`config.mk`:
```
export PLATFORM = sky130hd
export DESIGN_NAME = mc_fsm_ctrl
export DESIGN_NICKNAME = d
export VERILOG_FILES = /design/src/rtl/mc_fsm_ctrl.sv
export SDC_FILE = /design/constraint.sdc
export NUM_CORES = 1
export LEC_CHECK = 0
export BUFFER_PORTS_ARGS = -buffer_cell sky130_fd_sc_hd__buf_2
export CAP_MARGIN = 10
export CORE_AREA = 2 2 179 181
export CTS_CLUSTER_DIAMETER = 40
export CTS_CLUSTER_SIZE = 30
export DETAILED_ROUTE_END_ITERATION = 16
export DIE_AREA = 0 0 181 183
export GPL_TIMING_DRIVEN = 0
export SETUP_SLACK_MARGIN = 0.3
export SYNTH_ARGS = -nofsm -noshare
export SYNTH_HDL_FRONTEND = slang
export SYNTH_SLANG_ARGS = --single-unit
export TNS_END_PERCENT = 50
```
`constraint.sdc`:
```
create_clock -name clk -period 1.2 [get_ports clk]
set_clock_uncertainty 0.05 [all_clocks]
set_input_delay 0.24 -clock clk [delete_from_list [all_inputs] [get_ports clk]]
set_output_delay 0.24 -clock clk [all_outputs]
set_load 0.02 [all_outputs]
```
`src/rtl/mc_fsm_ctrl.sv`:
```
// rtl/mc_fsm_ctrl.sv - memory controller arbitration FSM (IDLE/WR/RD/RF)
// Optional refresh timer and RF state are built only when MC_REFRESH_EN is defined.
module mc_fsm_ctrl #(
  parameter int AXI_ADDR_WIDTH  = 20,
  parameter int AXI_DATA_WIDTH  = 64,
  parameter int AXI_FRAME_WIDTH = AXI_ADDR_WIDTH + AXI_DATA_WIDTH + 3
) (
  input  logic                       clk,
  input  logic                       rst_n,
  input  logic                       mc_en,
  input  logic [27:0]                mc_rf_start_cfg,
  input  logic [27:0]                mc_rf_period_cfg,
  input  logic [AXI_FRAME_WIDTH-1:0] axi_frame_data,
  input  logic                       axi_frame_valid,
  output logic                       axi_frame_ready,
  output logic [AXI_DATA_WIDTH-1:0]  array_rdata,
  output logic                       array_rvalid,
  output logic [AXI_FRAME_WIDTH-1:0] axi_frame_wr_data,
  output logic                       axi_frame_wr_valid,
  input  logic                       axi_frame_wr_ready,
  input  logic                       wr_done,
  output logic [AXI_FRAME_WIDTH-1:0] axi_frame_rd_data,
  output logic                       axi_frame_rd_valid,
  input  logic                       axi_frame_rd_ready,
  input  logic                       rd_done,
  input  logic [AXI_DATA_WIDTH-1:0]  array_rd_rdata,
  input  logic                       array_rd_rvalid,
  output logic                       rf_start,
  input  logic                       rf_done,
  output logic [1:0]                 fsm_cs
);

  typedef enum logic [1:0] {
    S_IDLE = 2'd0,
    S_WR   = 2'd1,
    S_RD   = 2'd2,
    S_RF   = 2'd3
  } state_t;

  state_t cs, ns;
  logic   eof_seen;
  logic   rf_req;
  logic   frame_sof, frame_eof, frame_rw;
  logic   eof_hs;

  assign frame_sof = axi_frame_data[AXI_FRAME_WIDTH-1];
  assign frame_eof = axi_frame_data[AXI_FRAME_WIDTH-2];
  assign frame_rw  = axi_frame_data[AXI_FRAME_WIDTH-3];

  assign axi_frame_wr_data = axi_frame_data;
  assign axi_frame_rd_data = axi_frame_data;
  assign array_rdata       = array_rd_rdata;
  assign fsm_cs            = cs;
  assign eof_hs            = axi_frame_valid && axi_frame_ready && frame_eof;

  always_comb begin
    ns                 = cs;
    axi_frame_ready    = 1'b0;
    axi_frame_wr_valid = 1'b0;
    axi_frame_rd_valid = 1'b0;
    array_rvalid       = 1'b0;
    case (cs)
      S_IDLE: begin
        // Refresh outranks a new burst; the sof beat itself is acked later
        if (rf_req)
          ns = S_RF;
        else if (mc_en && axi_frame_valid && frame_sof)
          ns = frame_rw ? S_WR : S_RD;
      end
      S_WR: begin
        if (!eof_seen) begin
          axi_frame_wr_valid = axi_frame_valid;
          axi_frame_ready    = axi_frame_wr_ready;
        end
        if (wr_done)
          ns = S_IDLE;
      end
      S_RD: begin
        if (!eof_seen) begin
          axi_frame_rd_valid = axi_frame_valid;
          axi_frame_ready    = axi_frame_rd_ready;
        end
        array_rvalid = array_rd_rvalid;
        if (rd_done)
          ns = S_IDLE;
      end
      S_RF: begin
        if (rf_done)
          ns = S_IDLE;
      end
      default: ns = S_IDLE;
    endcase
  end

  always_ff @(posedge clk) begin
    if (rst_n) begin
      cs       <= S_IDLE;
      eof_seen <= 1'b0;
    end else begin
      cs       <= ns;
      // Cleared whenever the burst state is left, including done racing the eof beat
      eof_seen <= (cs == S_WR || cs == S_RD) && (ns == cs) && (eof_seen || eof_hs);
    end
  end

`ifdef MC_REFRESH_EN
  logic [27:0] rf_cnt;
  logic [27:0] rf_target;
  logic        rf_first_done;
  logic        rf_started;
  logic        rf_expire;

  assign rf_target = rf_first_done ? mc_rf_period_cfg : mc_rf_start_cfg;
  assign rf_expire = mc_en && (rf_target != 28'd0) && (rf_cnt == rf_target - 28'd1);
  assign rf_start  = (cs == S_RF) && !rf_started;

  always_ff @(posedge clk) begin
    if (rst_n) begin
      rf_cnt        <= 28'd0;
      rf_first_done <= 1'b0;
      rf_started    <= 1'b0;
      rf_req        <= 1'b0;
    end else begin
      rf_started <= (cs == S_RF) && (ns == S_RF);
      if (!mc_en) begin
        rf_cnt        <= 28'd0;
        rf_first_done <= 1'b0;
      end else if (rf_target != 28'd0) begin
        if (rf_expire) begin
          rf_cnt        <= 28'd0;
          rf_first_done <= 1'b1;
        end else begin
          rf_cnt <= rf_cnt + 28'd1;
        end
      end
      // An expiry while a request is still pending is dropped, not queued
      if (rf_start)
        rf_req <= 1'b0;
      else if (rf_expire)
        rf_req <= 1'b1;
    end
  end
`else
  logic unused_rf_cfg;
  assign unused_rf_cfg = ^{mc_rf_start_cfg, mc_rf_period_cfg};
  assign rf_req        = 1'b0;
  assign rf_start      = 1'b0;
`endif

endmodule

```
* Word level (Yosys, flattened, before mapping)
Index checks and enable logic that the tools add are counted.
Storage, ports and cells: bits in read-only memories 0, bits in latches 0, bits in registers 3, memories kept 0, RAM bits 0
Cells by class: order comparisons 0, equality and inequality tests 4, reductions and logical operators 9, muxes and demuxes 13, add/subtract/negate cells 0, divide/modulo/power cells 0, $mul 0, bitwise logic cells 0, shift operators 0
Operator list (number):
- 2-to-1 mux 2 bit | 5
- case mux 2 bit (4 select lines) | 1
- logical AND 1 bit | 6
- 2-to-1 mux 1 bit | 6
- == test 2 bit, second input constant | 2
- == test 2 x 1 -> 1 bit, second input constant | 1
- == test 2 bit | 1
- zero test 2 bit | 1
- logical OR 1 bit | 2
- case mux 1 bit (2 select lines) | 1

* Longest topological paths before layout
Gate-level depths: netlist of the first run.
depth after elaboration 7, gate-level depth with buffers 6

* Least setup slack after synthesis of the first run
No wires, ideal clock.
path type register -> output, start register cs[1] (netlist: fsm_cs[1]), end output port axi_frame_ready, path buffers 0, arrival 1.446 ns, stages on the path, launching flop included 4, setup slack -0.536 ns, path through dfxtp_1 inv_1 ha_1 nor3b_1
Between the ends: cells in the longest elaborated chain, start to end 2, elaborated cells between the ends (all ways) 3, those cells by class 2 x eq/ne; 1 x mux
RTL lines:
- from (decl) | line 40 | state_t cs, ns;
- from (signal assigned) | line 100 | cs <= ns;
- == test 2 bit or == test 2 x 1 -> 1 bit (tied branches) | line 62 | case (cs)
- case mux 1 bit (2 select lines) * | line 62
- to (decl) | line 15 | output logic axi_frame_ready,
Mark *: on every way between the ends. The rest lies on a longest branch, timed or not.

* Worst setup path after layout of the first run
start register cs[0] (netlist: fsm_cs[0]), end output port axi_frame_ready
The elaborated chain is that of the path after synthesis.

==> results_dict.tcl, run 1 <==
set metrics [dict create \
    final_hold_viol_count 0 \
    powerDensity_mw_per_mm2 553 \
    path_clk_slew_ns 0.03 \
    netlist_area_mm2 0.00208 \
    dr.pass1.iters 4 \
    globalRouteTotalUtil_pct 3.87 \
    route.met3.wl_um 1010 \
    drtIter0Drc 28 \
    power_mw 2.36 \
    antenna_found_initial 0 \
    nets 769 \
    crit_buf_inv 2 \
    hold_path_class "primary input to flop" \
    io_buffers 256 \
    syn_to_final_growth_pct 104 \
    path_cells "inv_4 -> ha_4 -> a22oi_2 -> nor3b_4 -> buf_6" \
    violations "negative setup slack" \
    crit_fanout 4 \
    gp_congestion 0.851 \
    cts_tree "built" \
    maxCapViolCount 0 \
    fin_util_pct 13.6 \
    ioPinCount 462 \
    cts_hold_buffers 0 \
    p_leak_nw 2.42 \
    avgRoutedWirePerCell_um 8.27 \
    finalWirelength_um 7850 \
    die_h_um 183 \
    rsz0062_at_grt "yes" \
    die_area_mm2 0.0331 \
    synth_area_leaders "buf_4, dfxtp_1, ha_1" \
    setup_violations 8 \
    status "complete, but fails checks" \
    netlist.area_leader.share_pct 86.1 \
    clock_latency_ns 0.23 \
    start_util_pct 6.67 \
    met2RoutedLength_um 4670 \
    wl_met1_um 2130 \
    ys_seq_area_share_pct 2.88 \
    netlist_instances 276 \
    yosysWarnings 0 \
    grt_pass1_vias 1979 \
    cts_root_buf "clkbuf_16" \
    dp_slack_ns -0.189 \
    drc 0 \
    grt_max_degree 7 \
    diodes 0 \
    instances_no_fill 949 \
    die_x_um 181 \
    vias_per_cell 2.46 \
    coreArea_mm2 0.0312 \
    drt.antenna.violating_nets 0 \
    startpoint "fsm_cs[0]" \
    ys_types 23 \
    setup_ws_ns -0.337 \
    multi_input_area_um2 305 \
    period_share_pct 128 \
    dp_cells 934 \
    critPathArrivalTime_ns 1.25 \
    critPathRequiredTime_ns 0.91 \
    cpMaxStageDelayCell "dfxtp_4" \
    regArea_um2 67.6 \
    endpoint_kind "output port" \
    max_freq_mhz 651 \
    cts_buffer_depth 2 \
    grt_overflow 0 \
    critPathTopFamily "flip-flops" \
    criticalPathCategory "flop to output port" \
    vias 2334 \
    startpoint_type "flop" \
    num_rows 65 \
    grt_pass1_wl_um 10100 \
    fillers 3559 \
    layout-drive-gt1-share_pct 95.6 \
    cts_sinks 3 \
    fin_crit_ns 1.54 \
    hpwlAfterDp_um 7160 \
    routed.top_layer "met4" \
    min_from "rst_n" \
    postSynthAreaPerCell_um2 7.55 \
    irDropWorstVdd_mv 0.695 \
    maxSlewViolCount 0 \
    cts_made_buffers 3 \
    h-tree-depth 1 \
    synth-seq-cells 3 \
    critPathMaxStageDelay_ns 0.37 \
    syn-num-nets 497 \
    synth_largest_area_cell "buf_4" \
    rr_startpoint "fsm_cs[0]" \
]
## synth_stat cells, drive strengths merged
master    n
a22oi     1
a21oi     3
nor3      1
inv       2
buf     239
and3      2
nand4b    1
o211ai    1
ha        4
a311o     1
nand2     3
o21ai     2
nor3b     1
nand3     2
a32oi     1
and2      1
nor2      1
conb      1
and3b     2
nor2b     1
nand2b    3
dfxtp     3
## cell families (layout without fill, tap and decap cells)
kind of cell / after synthesis / in the layout / share of synthesized area (%)
buffers and inverters: 241 / 512 / 86.5
and+or+nand+nor: 18 / 18 / 5.23
AOI/OAI and AO/OA: 9 / 9 / 2.82
adders and majority gates: 4 / 4 / 2.40
DFF: 3 / 3 / 2.88
other: 1 / 1 / 0.180
## metrics by stage
step	setup TNS (ns)	instance area [um2]	hold WS [ns]
6_report	-1.47	4260	0.168
3_3_place_gp	-0.429	3930	0.392
4_1_cts	-1.63	4180	0.162
2_1_floorplan	-0.164	2150	0.249
3_5_place_dp	-0.451	3930	0.396
5_1_grt	-1.83	4260	0.174
## cell usage in the layout (no fill, tap or decap), drive strengths merged
cell type  count
a21oi          3
a22oi          1
a311o          1
a32oi          1
and2           1
and3           2
and3b          2
buf          506
clkbuf         4
conb           1
dfxtp          3
ha             4
inv            2
nand2          3
nand2b         3
nand3          2
nand4b         1
nor2           1
nor2b          1
nor3           1
nor3b          1
o211ai         1
o21ai          2
## layout make-up
class	instances	area share, %
multi-input cells	32	7.17
inverters	2	0.353
flip-flops and latches	3	1.59
well taps	402	11.8
clock buffers	4	1.85
repair buffers	267	34.7
plain buffers	239	42.5
## state kept, by name (all words and copies together) (netlist names)
| signal | flops |
|---|---|
| fsm_cs | 2 |
| eof_seen | 1 |
## report_power, final
group          internal (mW)  switching [mW]  leakage (nW)
combinational          0.860           0.845          2.36
clock                  0.440           0.103        0.0382
sequential             0.101         0.00651        0.0258
total                   1.40           0.954          2.42
## worst paths after layout
kind,to,slack [ns],cells past startpoint
worst max-delay path,axi_frame_ready,-0.34,5
worst min-delay path,fsm_cs[0],0.17,2
worst max register to register,eof_seen,-0.21,7
worst min register to register,eof_seen,0.54,2
## routing by layer
layer,vias to the layer above,track usage (%)
li1,1155,-
met1,942,3.15
met2,233,9.00
met3,4,0.755
met4,0,0.911
met5,-,0
## what timing repair did
action	CTS	global route
setup buffers	8	3
cloned	0	0
pin swaps	9	8
gates resized for setup	33	12
setup endpoints to repair	15	13
Power figures use the tool's default switching activity.
==> inputs of run 2 (changes only) <==
Settings changed: CTS_BUF_LIST from default to sky130_fd_sc_hd__clkbuf_4 sky130_fd_sc_hd__clkbuf_8 sky130_fd_sc_hd__clkbuf_16.
==> run 2 against run 1 <==
Net effect:
- the run still ends with negative setup slack left
- fmax hardly changed
- combinational power about the same
- setup slack got worse by 0.00094 ns
- first-iteration DRC count increased by 7.1%
- clock-buffer cell count unchanged
- clock power is 4.4% higher
- critical path depth stayed put
- worst hold slack worse by 0.0020 ns
- via count rose by 0.30%
- flip-flop and latch count did not move
==> results_dict.tcl, run 2 (same netlist as run 1, synthesis figures left out) <==
set metrics [dict create \
    gp_congestion 0.851 \
    num_rows 65 \
    vias 2341 \
    rsz0062_at_grt "yes" \
    maxSlewViolCount 0 \
    crit_fanout 4 \
    sw_frac_of_total_pct 40.2 \
    clock_latency_ns 0.23 \
    cpMaxStageDelayCell "dfxtp_4" \
    final_hold_viol_count 0 \
    cts_made_buffers 3 \
    power.share.sequential_pct 4.5 \
    status "complete, but fails checks" \
    max_freq_mhz 650 \
    antenna_found_initial 0 \
    finalWirelength_um 7870 \
    h-tree-depth 1 \
    dr.pass1.iters 4 \
    violations "negative setup slack" \
    grt_overflow 0 \
    die_area_mm2 0.0331 \
    cts_sinks 3 \
    avgRoutedWirePerCell_um 8.29 \
    multi_input_area_um2 305 \
    p_comb_share_pct 71.7 \
    drc 0 \
    path_clk_slew_ns 0.03 \
    cts_tree "built" \
    syn_to_final_growth_pct 104 \
    r2r_slack_ns -0.21 \
    irDropWorstVdd_mv 0.662 \
    io_buffers 256 \
    finalSetupTns_ns -1.48 \
    critPathArrivalTime_ns 1.25 \
    critPathRequiredTime_ns 0.91 \
    cts_root_buf "clkbuf_16" \
    p_int_mw 1.42 \
    critPathTopFamily "flip-flops" \
    grt_max_degree 7 \
    crit_buf_inv 2 \
    setup_violations 8 \
    vias_per_cell 2.47 \
    hold_path_class "primary input to flop" \
    power_mw 2.38 \
    grt_pass1_wl_um 10100 \
    endpoint_kind "output port" \
    nets 769 \
    fillers 3556 \
    globalRouteTotalUtil_pct 3.87 \
    coreArea_mm2 0.0312 \
    hpwlAfterDp_um 7160 \
    cts_hold_buffers 0 \
    critPathMaxStageDelay_ns 0.37 \
    start_util_pct 6.67 \
    largest_register_ff_count 2 \
    grt_pass1_vias 1979 \
    drtIter0Drc 30 \
    dp_slack_ns -0.189 \
    fin_crit_ns 1.54 \
    path_cells "inv_4 -> ha_4 -> a22oi_2 -> nor3b_4 -> buf_6" \
    die_x_um 181 \
    cts_buffer_depth 2 \
    regArea_um2 67.6 \
    period_share_pct 128 \
    diodes 0 \
    drt.antenna.violating_nets 0 \
    powerDensity_mw_per_mm2 559 \
    p_switching_mw 0.956 \
    final_cell_mix "buf_4, buf_2, buf_6" \
    startpoint_type "flop" \
    die_h_um 183 \
    maxCapViolCount 0 \
    p_leak_nw 2.43 \
    clockPowerShare_pct 23.8 \
    layout-drive-gt1-share_pct 95.8 \
    ioPinCount 462 \
    setup_ws_ns -0.338 \
    criticalPathCategory "flop to output port" \
    layout_commonest_cell "buf_4" \
]
-- run 2: final timing paths --
| check | start | endpoint | cells past startpoint |
|---|---|---|---|
| setup / recovery | fsm_cs[0] | axi_frame_ready | 5 |
| hold / removal | rst_n | fsm_cs[0] | 2 |
| setup reg to reg | fsm_cs[0] | eof_seen | 7 |
| hold reg to reg | eof_seen | eof_seen | 2 |
-- run 2: worst reg2reg max path: stages, from the launching register on --
cell and delay (ns):
dfxtp_4 0.36, buf_6 0.12, buf_6 0.11, ha_4 0.15, nand2b_4 0.07, nand4b_1 0.14, a32oi_1 0.20, a21oi_1 0.09
-- run 2: power groups by stage --
| stage | Sequential [mW] | Clock [mW] | Combinational, mW |
|---|---|---|---|
| 5_1_grt | 0.108 | 0.581 | 1.79 |
| 4_1_cts | 0.107 | 0.573 | 1.70 |
| 3_3_place_gp | 0.110 | 0 | 1.64 |
| 2_1_floorplan | 0.112 | 0 | 1.22 |
| 3_5_place_dp | 0.110 | 0 | 1.65 |
| 6_report | 0.108 | 0.566 | 1.71 |
-- run 2: through the flow --
step | std cells | util [%] | hold WS, ns | instance area [um2]
CTS | 946 | 13.4 | 0.161 | 4180
detailed placement | 934 | 12.6 | 0.396 | 3930
floorplan | 276 | - | 0.249 | 2150
global placement | 934 | 12.6 | 0.392 | 3930
global route | 949 | 13.6 | 0.168 | 4260
finish | 949 | 13.6 | 0.166 | 4260
-- run 2: repair_timing --
action / CTS / global route
setup buffers: 8 / 3
pin swaps: 9 / 8
resized for setup: 33 / 12
setup endpoints to repair: 15 / 13
-- run 2: layout make-up --
| type | instances | area share, % |
|---|---|---|
| Buffer | 239 | 42.5 |
| Timing Repair Buffer | 267 | 34.7 |
| Tap cell | 402 | 11.8 |
| Multi-Input combinational cell | 32 | 7.17 |
| Clock buffer | 4 | 1.94 |
| Sequential cell | 3 | 1.59 |
| Inverter | 2 | 0.353 |
-- run 2: routing by layer --
| metal | GRT usage [%] | routed length, um | up-vias |
|---|---|---|---|
| li1 | - | - | 1153 |
| met1 | 3.15 | 2150 | 948 |
| met2 | 9.00 | 4660 | 236 |
| met3 | 0.755 | 1010 | 4 |
| met4 | 0.911 | 48 | 0 |
| met5 | 0 | 0 | - |
==> inputs of run 3 (changes only) <==
Settings changed: CELL_PAD_IN_SITES_DETAIL_PLACEMENT from default to 0, CELL_PAD_IN_SITES_GLOBAL_PLACEMENT from default to 2, CORE_AREA 2 2 179 181 to 2 2 181 183, DIE_AREA 0 0 181 183 to 0 0 183 185, PLACE_DENSITY_LB_ADDON from default to 0.1.
==> run 3 against run 2 <==
Net effect:
- the flow still finishes with violations (negative setup slack)
- design area fell by 1.4%
- fmax barely moved
- worst hold slack got worse by 0.0040 ns
- first-iteration DRC count fell by 50%
- combinational power barely moved
- critical path depth fell by 1
- final cell count rose by 0.11%
- utilization fell by 0.54 points
- largest power group unchanged
==> results_dict.tcl, run 3 (same netlist as run 1, synthesis figures left out) <==
set metrics [dict create \
    critPathArrivalTime_ns 1.25 \
    avgRoutedWirePerCell_um 8.76 \
    largest_register_ff_count 2 \
    clock_latency_ns 0.23 \
    die_x_um 183 \
    criticalPathCategory "flop to output port" \
    p_leak_nw 2.40 \
    dp_cells 940 \
    fin_crit_ns 1.54 \
    cpMaxStageDelayCell "dfxtp_4" \
    maxCapViolCount 0 \
    crit_buf_inv 2 \
    crit_fanout 3 \
    finalWirelength_um 8320 \
    ioPinCount 462 \
    final_hold_viol_count 0 \
    grt_overflow 0 \
    drc 0 \
    drt.antenna.violating_nets 0 \
    period_share_pct 128 \
    irDropWorstVdd_mv 0.213 \
    layout-drive-gt1-share_pct 95.8 \
    critPathTopFamily "flip-flops" \
    die_h_um 185 \
    cts_tree "built" \
    cts_made_buffers 3 \
    antenna_found_initial 0 \
    nets 764 \
    status "complete, but fails checks" \
    path_cells "inv_6 -> ha_4 -> nor3b_4 -> buf_6" \
    powerDensity_mw_per_mm2 564 \
    cts_sinks 3 \
    rsz0062_at_grt "yes" \
    hold_path_class "primary input to flop" \
    finalSetupTns_ns -1.41 \
    start_util_pct 6.50 \
    cts_root_buf "clkbuf_16" \
    io_buffers 256 \
    layout_commonest_cell "buf_4" \
    vias_per_cell 2.53 \
    hpwlAfterDp_um 7930 \
    dr.pass1.iters 4 \
    maxSlewViolCount 0 \
    coreArea_mm2 0.0320 \
    drtIter0Drc 15 \
    endpoint_kind "output port" \
    fillers 3717 \
    grt_pass1_wl_um 10200 \
    gp_congestion 0.651 \
    startpoint_type "flop" \
    vias 2401 \
    critPathRequiredTime_ns 0.91 \
    setup_violations 7 \
    max_freq_mhz 650 \
    grt_max_degree 7 \
    cts_buffer_depth 2 \
    final_cell_mix "buf_4, buf_2, buf_6" \
    diodes 0 \
    globalRouteTotalUtil_pct 3.93 \
    num_rows 66 \
    instances_no_fill 950 \
    die_area_mm2 0.0339 \
    setup_ws_ns -0.338 \
    critPathMaxStageDelay_ns 0.38 \
    grt_pass1_vias 2023 \
    h-tree-depth 1 \
    path_clk_slew_ns 0.03 \
    violations "negative setup slack" \
    syn_to_final_growth_pct 102 \
]
==> run 3: cell count changes in the layout (fill, tap and decap cells not counted) <==
cell / change
buf_6: -2
buf_8: -2
a21oi_1: -1
a21oi_2: +1
buf_4: -1
ha_1: +1
ha_4: -1
==> run 3: final timing paths <==
| check | start | end | slack [ns] | depth (start not counted) |
|---|---|---|---|---|
| min reg2reg | eof_seen | eof_seen | 0.55 | 2 |
| max | fsm_cs[1] | axi_frame_ready | -0.34 | 4 |
| min | rst_n | fsm_cs[1] | 0.16 | 2 |
| max reg2reg | fsm_cs[0] | eof_seen | -0.18 | 6 |
==> run 3: what timing repair did <==
item	CTS	global route
resized for setup	33	5
endpoints found under the hold margin	0	0
buffers inserted	6	0
pin swaps	9	3
hold buffers	0	0
setup endpoints to repair	15	11
==> run 3: final cells by class <==
| class | count | area (um2) | area share [%] |
|---|---|---|---|
| plain buffers | 239 | 1810 | 43.0 |
| repair buffers | 262 | 1420 | 33.8 |
| well taps | 408 | 510 | 12.2 |
| multi-input cells | 32 | 297 | 7.06 |
| clock buffers | 4 | 82.6 | 1.97 |
| flip-flops and latches | 3 | 67.6 | 1.61 |
| inverters | 2 | 15.0 | 0.358 |
==> run 3: through the flow <==
| step | utilization [%] | power (mW) | hold slack [ns] | worst slack, ns | instance area (um2) |
|---|---|---|---|---|---|
| global placement | 12.3 | 1.80 | 0.407 | -0.234 | 3940 |
| finish | 13.1 | 2.37 | 0.162 | -0.338 | 4200 |
| detailed placement | 12.3 | 1.78 | 0.397 | -0.222 | 3940 |
| CTS | 13.0 | 2.40 | 0.159 | -0.354 | 4180 |
| floorplan | - | 1.33 | 0.249 | -0.0880 | 2150 |
| global route | 13.1 | 2.50 | 0.170 | -0.395 | 4200 |
==> run 3: where the power goes <==
part / internal, mW / total (mW) / switching [mW]
Clock: 0.462 / 0.565 / 0.103
Combinational: 0.852 / 1.70 / 0.845
Sequential: 0.101 / 0.107 / 0.00603
Total: 1.42 / 2.37 / 0.954
==> run 3: routing by layer <==
layer	up-vias	global-route usage (%)	share of wire (%)
met5	-	0	0
met4	0	1.25	1.1
met3	4	1.79	16
met2	222	9.00	59
met1	1030	2.57	24
li1	1145	-	-
